`config.mk`:
```
export PLATFORM = sky130hd
export DESIGN_NAME = trng_word_collector
export DESIGN_NICKNAME = d
export VERILOG_FILES = /design/src/rtl/trng_pkg.sv /design/src/rtl/trng_sync_fifo.sv /design/src/rtl/trng_word_collector.sv
export SDC_FILE = /design/constraint.sdc
export NUM_CORES = 1
export LEC_CHECK = 0
export BUFFER_PORTS_ARGS = -buffer_cell sky130_fd_sc_hd__buf_2
export CORE_MARGIN = 1.5
export CORE_UTILIZATION = 45
export CTS_CLUSTER_DIAMETER = 30
export CTS_CLUSTER_SIZE = 12
export DETAILED_ROUTE_END_ITERATION = 16
export GPL_TIMING_DRIVEN = 0
export SLEW_MARGIN = 20
export SYNTH_ARGS = -nofsm -noshare
export SYNTH_HDL_FRONTEND = slang
export SYNTH_HIERARCHICAL = 1
export SYNTH_SLANG_ARGS = --single-unit
export TNS_END_PERCENT = 5
```
`constraint.sdc`:
```
create_clock -name clk -period 6.1 [get_ports clk]
set_clock_uncertainty 0.2 [all_clocks]
set_input_delay 1.22 -clock clk [delete_from_list [all_inputs] [get_ports clk]]
set_output_delay 1.22 -clock clk [all_outputs]
set_load 0.02 [all_outputs]
```
`src/rtl/trng_pkg.sv`:
```
// Shared types and health-test limits for the TRNG word collector.
// The cutoffs mirror the software health-check model.
package trng_pkg;

   typedef enum logic [1:0] {
      ST_WARMUP  = 2'd0,
      ST_COLLECT = 2'd1,
      ST_FAIL    = 2'd2
   } trng_state_t;

   localparam int unsigned WARMUP_BITS_DEF = 256;
   localparam int unsigned RCT_CUTOFF_DEF  = 32;
   localparam int unsigned APT_WINDOW_DEF  = 1024;
   localparam int unsigned APT_CUTOFF_DEF  = 600;

endpackage

```
`src/rtl/trng_sync_fifo.sv`:
```
// Synchronous FIFO with level output and simultaneous push/pop.
// DEPTH must be a power of two, at least 2.
module trng_sync_fifo #(
   parameter int unsigned WIDTH = 32,
   parameter int unsigned DEPTH = 4
) (
   input  logic                     clk,
   input  logic                     rst,
   input  logic                     clear,
   input  logic                     push,
   input  logic [WIDTH-1:0]         push_data,
   input  logic                     pop,
   output logic [WIDTH-1:0]         head,
   output logic                     full,
   output logic                     empty,
   output logic [$clog2(DEPTH):0]   level
);

   localparam int unsigned AW = $clog2(DEPTH);
   localparam int unsigned LW = AW + 1;

   logic [WIDTH-1:0] mem [DEPTH];
   logic [AW-1:0]    wr_ptr;
   logic [AW-1:0]    rd_ptr;
   logic [LW-1:0]    count;
   logic             do_push;
   logic             do_pop;

   assign full    = count == LW'(DEPTH);
   assign empty   = count == '0;
   assign do_pop  = pop && !empty;
   // A full FIFO still accepts a push when a pop frees the slot this cycle
   assign do_push = push && (!full || do_pop);
   assign level   = count;
   assign head    = empty ? '0 : mem[rd_ptr];

   always_ff @(posedge clk or posedge rst) begin
      if (rst) begin
         wr_ptr <= '0;
         rd_ptr <= '0;
         count  <= '0;
      end else if (clear) begin
         wr_ptr <= '0;
         rd_ptr <= '0;
         count  <= '0;
      end else begin
         if (do_push)
            wr_ptr <= wr_ptr + 1'b1;
         if (do_pop)
            rd_ptr <= rd_ptr + 1'b1;
         count <= count + LW'(do_push) - LW'(do_pop);
      end
   end

   always_ff @(posedge clk) begin
      if (do_push && !clear)
         mem[wr_ptr] <= push_data;
   end

endmodule

```
`src/rtl/trng_word_collector.sv`:
```
// Collects ring-generator bits into words behind warm-up and
// continuous repetition-count / adaptive-proportion health tests.
module trng_word_collector
   import trng_pkg::*;
#(
   parameter int unsigned WORD_W      = 32,
   parameter int unsigned FIFO_DEPTH  = 4,
   parameter int unsigned WARMUP_BITS = WARMUP_BITS_DEF,
   parameter int unsigned RCT_CUTOFF  = RCT_CUTOFF_DEF,
   parameter int unsigned APT_WINDOW  = APT_WINDOW_DEF,
   parameter int unsigned APT_CUTOFF  = APT_CUTOFF_DEF
) (
   input  logic                          clk,
   input  logic                          rst,
   input  logic                          en,
   input  logic                          bit_in,
   input  logic                          clr_fail,
   output logic [WORD_W-1:0]             word_data,
   output logic                          word_valid,
   input  logic                          word_ready,
   output logic                          health_fail,
   output logic [$clog2(FIFO_DEPTH):0]   fifo_level
);

   localparam int unsigned WC_W  = $clog2(WARMUP_BITS + 1);
   localparam int unsigned BC_W  = $clog2(WORD_W + 1);
   localparam int unsigned RUN_W = $clog2(RCT_CUTOFF + 1);
   localparam int unsigned POS_W = $clog2(APT_WINDOW);
   localparam int unsigned MAT_W = $clog2(APT_WINDOW + 1);

   trng_state_t      state;
   logic [WC_W-1:0]  warm_cnt;
   logic [BC_W-1:0]  bit_cnt;
   logic [WORD_W-1:0] word_q;
   logic [RUN_W-1:0] run_cnt;
   logic             last_bit;
   logic [POS_W-1:0] apt_pos;
   logic             apt_ref;
   logic [MAT_W-1:0] apt_match;

   logic              sample;
   logic [RUN_W-1:0]  run_nxt;
   logic              win_start;
   logic [MAT_W-1:0]  match_nxt;
   logic [POS_W-1:0]  pos_nxt;
   logic              fail_now;
   logic [WORD_W-1:0] shift_word;
   logic              holding;
   logic              word_done;
   logic              pop;
   logic              room;
   logic              push;
   logic [WORD_W-1:0] push_data;
   logic              fifo_clear;
   logic              fifo_full;
   logic              fifo_empty;

   always_comb begin
      sample    = en && (state != ST_FAIL);
      // run_cnt==0 means no bit has been seen since reset/clear
      if (run_cnt == '0 || bit_in != last_bit)
         run_nxt = RUN_W'(1);
      else
         run_nxt = run_cnt + 1'b1;
      win_start = apt_pos == '0;
      if (win_start)
         match_nxt = MAT_W'(1);
      else
         match_nxt = apt_match + MAT_W'(bit_in == apt_ref);
      if (apt_pos == POS_W'(APT_WINDOW - 1))
         pos_nxt = '0;
      else
         pos_nxt = apt_pos + 1'b1;
      fail_now  = sample &&
                  (run_nxt == RUN_W'(RCT_CUTOFF) ||
                   match_nxt == MAT_W'(APT_CUTOFF));
      shift_word = {word_q[WORD_W-2:0], bit_in};
      holding    = bit_cnt == BC_W'(WORD_W);
      word_done  = en && bit_cnt == BC_W'(WORD_W - 1);
      pop        = word_valid && word_ready;
      room       = !fifo_full || pop;
      push       = (state == ST_COLLECT) && !fail_now && room &&
                   (holding || word_done);
      push_data  = holding ? word_q : shift_word;
      fifo_clear = fail_now || (state == ST_FAIL && clr_fail);
   end

   always_ff @(posedge clk or posedge rst) begin
      if (rst) begin
         state       <= ST_WARMUP;
         health_fail <= 1'b0;
         warm_cnt    <= '0;
         bit_cnt     <= '0;
         word_q      <= '0;
         run_cnt     <= '0;
         last_bit    <= 1'b0;
         apt_pos     <= '0;
         apt_ref     <= 1'b0;
         apt_match   <= '0;
      end else begin
         if (sample) begin
            last_bit  <= bit_in;
            run_cnt   <= run_nxt;
            apt_match <= match_nxt;
            apt_pos   <= pos_nxt;
            if (win_start)
               apt_ref <= bit_in;
         end
         if (fail_now) begin
            state       <= ST_FAIL;
            health_fail <= 1'b1;
            bit_cnt     <= '0;
            word_q      <= '0;
         end else begin
            unique case (state)
               ST_WARMUP: begin
                  if (en) begin
                     warm_cnt <= warm_cnt + 1'b1;
                     if (warm_cnt == WC_W'(WARMUP_BITS - 1))
                        state <= ST_COLLECT;
                  end
               end
               ST_COLLECT: begin
                  // A completed word waits in word_q until the FIFO has room
                  if (holding) begin
                     if (room)
                        bit_cnt <= '0;
                  end else if (en) begin
                     word_q <= shift_word;
                     if (word_done)
                        bit_cnt <= room ? '0 : BC_W'(WORD_W);
                     else
                        bit_cnt <= bit_cnt + 1'b1;
                  end
               end
               ST_FAIL: begin
                  if (clr_fail) begin
                     state       <= ST_WARMUP;
                     health_fail <= 1'b0;
                     warm_cnt    <= '0;
                     bit_cnt     <= '0;
                     word_q      <= '0;
                     run_cnt     <= '0;
                     last_bit    <= 1'b0;
                     apt_pos     <= '0;
                     apt_ref     <= 1'b0;
                     apt_match   <= '0;
                  end
               end
               default: state <= ST_WARMUP;
            endcase
         end
      end
   end

   trng_sync_fifo #(
      .WIDTH (WORD_W),
      .DEPTH (FIFO_DEPTH)
   ) u_fifo (
      .clk       (clk),
      .rst       (rst),
      .clear     (fifo_clear),
      .push      (push),
      .push_data (push_data),
      .pop       (pop),
      .head      (word_data),
      .full      (fifo_full),
      .empty     (fifo_empty),
      .level     (fifo_level)
   );

   assign word_valid = !fifo_empty;

endmodule

```
==> run metrics <==
vias post-DR 6218; setup bufs post-CTS 0; # clock sinks 214; critical path launch point type input pin; DRC errors left 0; fin crit period 5176 ps; Crit path required time 6290 ps; post-cts resize count 0; yosys warns 6; antenna cells 0; Yosys reg bits 214; Bufs and invs on worst path 6; final wirelength 19.88 mm; design area 12120 um2; critical path's slowest cell a2111oi_1; Pwr Density 357.5 nW/um2; max-slew violations 0; grt ovf 0; Inst Count DP 1045; area grow syn2layout 21.80%; layout cells sized above 1 26.30%; Worst R2R Start apt_pos[0]; max incr delay on CP 590 ps; final setup vio count 0; final period utilization 84.85%; Buffers on Ports 41; RSZ-0062 raised after global routing false; non-filler cells in the finished layout 1124; Synth Flop Type edfxtp_1; CP cell instances clkbuf_1 -> xnor2_1 -> ha_1 -> ha_1 -> clkbuf_1 -> inv_1 -> o31a_1 -> a2111oi_1 -> o2111a_4 -> buf_6 -> or2_1 -> buf_4 -> nor2_1 -> nor2_1 -> a21o_1 -> ha_1 -> inv_1 -> fa_1 -> xnor2_1 -> nor2_1; DRT antenna net count 0; Avg Cell Area, Syn 13.83 um2; first-pass GRT wire length 32.14 mm; Gate Count Post-Synth 719; Slew headroom 38.09%; Place WS 435.1 ps; Max Cap Violations 0; Die Span Y 151.7 um; Max clock buf depth 3; area of the mapped netlist 9947 um2; I/O Pins 43; final hold vios 0; HPWL Detailed 12.94 mm; pin count of the biggest net entering global routing 43; clk_lat worst skew 520 ps; hold_buf cts 0; hold_sp health_fail; FP Rows 54; GRT Util Overall 17.97%; Worst setup EP type register; CTS tree done; core footprint 21760 um2; final worst setup slack 924.1 ps; FF-to-FF setup slack 1560 ps; first drt pass iteration count 6; Lkg Pwr 4.876 nW; most frequent cells in the layout 128 x edfxtp_1, 86 x dfrtp_1, 49 x buf_2; outcome finished clean; Die X-Extent 151.7 um; kind of critical path input pin to register; root buf cell clkbuf_16; DR vias/cell 5.532; Initial Utilization 45.72%; Async SR Flop Fraction 40.19%; Crit path max-delay family compound AO/OA/AOI/OAI gates; vias in the first global route 6269; worst r2r path cells 17; Min-Delay Endpoint health_fail; CP arrival 5370 ps; slew of the pin with the lowest slew margin 921.0 ps; r2r endpoint u_fifo/level[2]; DP Area 10620 um2; Power Total 4.331 mW; commonest non-fill, non-tap cell in the layout edfxtp_1; initial drt markers 319; Max VDD drop 0.0002029 V; fin nets 832; Hold Crit Class register to register; crit-path max FO 10; Die ar. 23010 um2; H-tree lvl count 2; routed len/inst 17.68 um; initial antenna violation count 0; clock slew at reported path FFs 50 ps; Fmax 193.2 MHz; Post-Syn Nets 741; Hold Path Cell Cnt 1; CTS buffer count 43; routability congestion estimate 0.9176; Synth cell types 77; sequential area share after synthesis 60.28%; Post-synth EDFFs 128
through the flow:
| stage | utilization, % | hold WS [ps] | TNS [ps] |
|---|---|---|---|
| finish | 55.69 | 279.7 | 0 |
| global route | 55.69 | 311.9 | 0 |
| CTS | 55.69 | 285.9 | 0 |
| detailed placement | 48.80 | 264.6 | 0 |
| global placement | 48.27 | 267.3 | -16470 |
| floorplan | - | 267.1 | 0 |
sequential cells by signal, summed over array words and instances, names as in the netlist:
register	flops
u_fifo/mem	128
word_q	32
apt_match	11
apt_pos	10
warm_cnt	9
bit_cnt	6
run_cnt	6
u_fifo/level	3
state	2
u_fifo/rd_ptr	2
u_fifo/wr_ptr	2
apt_ref	1
health_fail	1
last_bit	1
per-layer routing:
layer	global-route usage (%)	share of wire (%)
met4	6.058	2.3
met3	3.772	3.8
met5	0	0
met2	31.67	52
met1	21.88	42
worst max path at each step:
stage	slack [ps]	endpoint	cells past startpoint	start
after floorplan	960	u_fifo/mem[0][0]	15	bit_in
after global placement	-140	u_fifo/mem[3][8]	15	bit_in
after detailed placement	440	u_fifo/level[2]	20	bit_in
after CTS	950	u_fifo/level[2]	20	bit_in
after global routing	560	u_fifo/mem[0][6]	14	bit_in
final	920	u_fifo/level[2]	20	bit_in
cells in the mapped netlist, types with 4 or more instances:
master    number  share of area, %
buf_6         10               1.1
o21ai_0       21               1.1
and2_1         6              0.38
ha_1          15               1.9
and2b_1        5              0.38
mux2_2        32               3.6
clkbuf_1      21              0.79
and3_1         5              0.31
nand2_1       40               1.5
nand3_1       19              0.96
a22o_1        32               2.8
mux2i_1        8              0.81
nor3_1        12              0.60
xor2_1         9              0.79
inv_1         18              0.68
buf_2          8              0.40
mux4_2        32               7.2
xnor2_1        4              0.35
nor2_1        40               1.5
edfxtp_1     128                39
a21oi_1       29               1.5
nand4_1        7              0.44
nor3b_1        4              0.30
or3_1          8              0.50
nand2b_1      13              0.82
nor2b_1       35               2.2
dfrtp_1       86                22
report_power, final:
part           internal, mW  switching (mW)
clock network          1.62           0.742
logic                 0.130           0.169
registers              1.59          0.0713
area by class of cell:
cell class,instances,area (um2)
clock inverter,29,365.4
timing repair buffer,46,312.8
sequential,214,5996
inverter,18,70.07
clock buffer,50,1132
buffer,43,266.5
fill,1764,9641
multi-input combinational,444,3622
tap,280,350.3
worst reg2reg max path, cell delays in order, from the launching register on:
cell and delay, ps:
dfrtp_1 400, inv_1 110, ha_1 150, or3b_2 460, nor4_2 700, a2111oi_1 200
o2111a_4 230, buf_6 150, or2_1 200, buf_4 160, nor2_1 200, nor2b_1 320
a21o_1 170, ha_1 140, inv_1 50, fa_1 370, xnor2_1 180, nor2_1 60
kinds of logic (layout without fill, tap and decap cells):
logic type      count (synthesis)  count (layout)  share of synthesized area, %
compound gates                119             119                         8.768
xor+xnor                       13              13                         1.145
fa+ha+maj                      16              16                         2.088
buf+inv                        61             186                         3.359
flops                         214             214                         60.28
mux                            73              73                         11.79
simple gates                  223             223                         12.58
No activity file was read; power rests on OpenSTA's default activity.
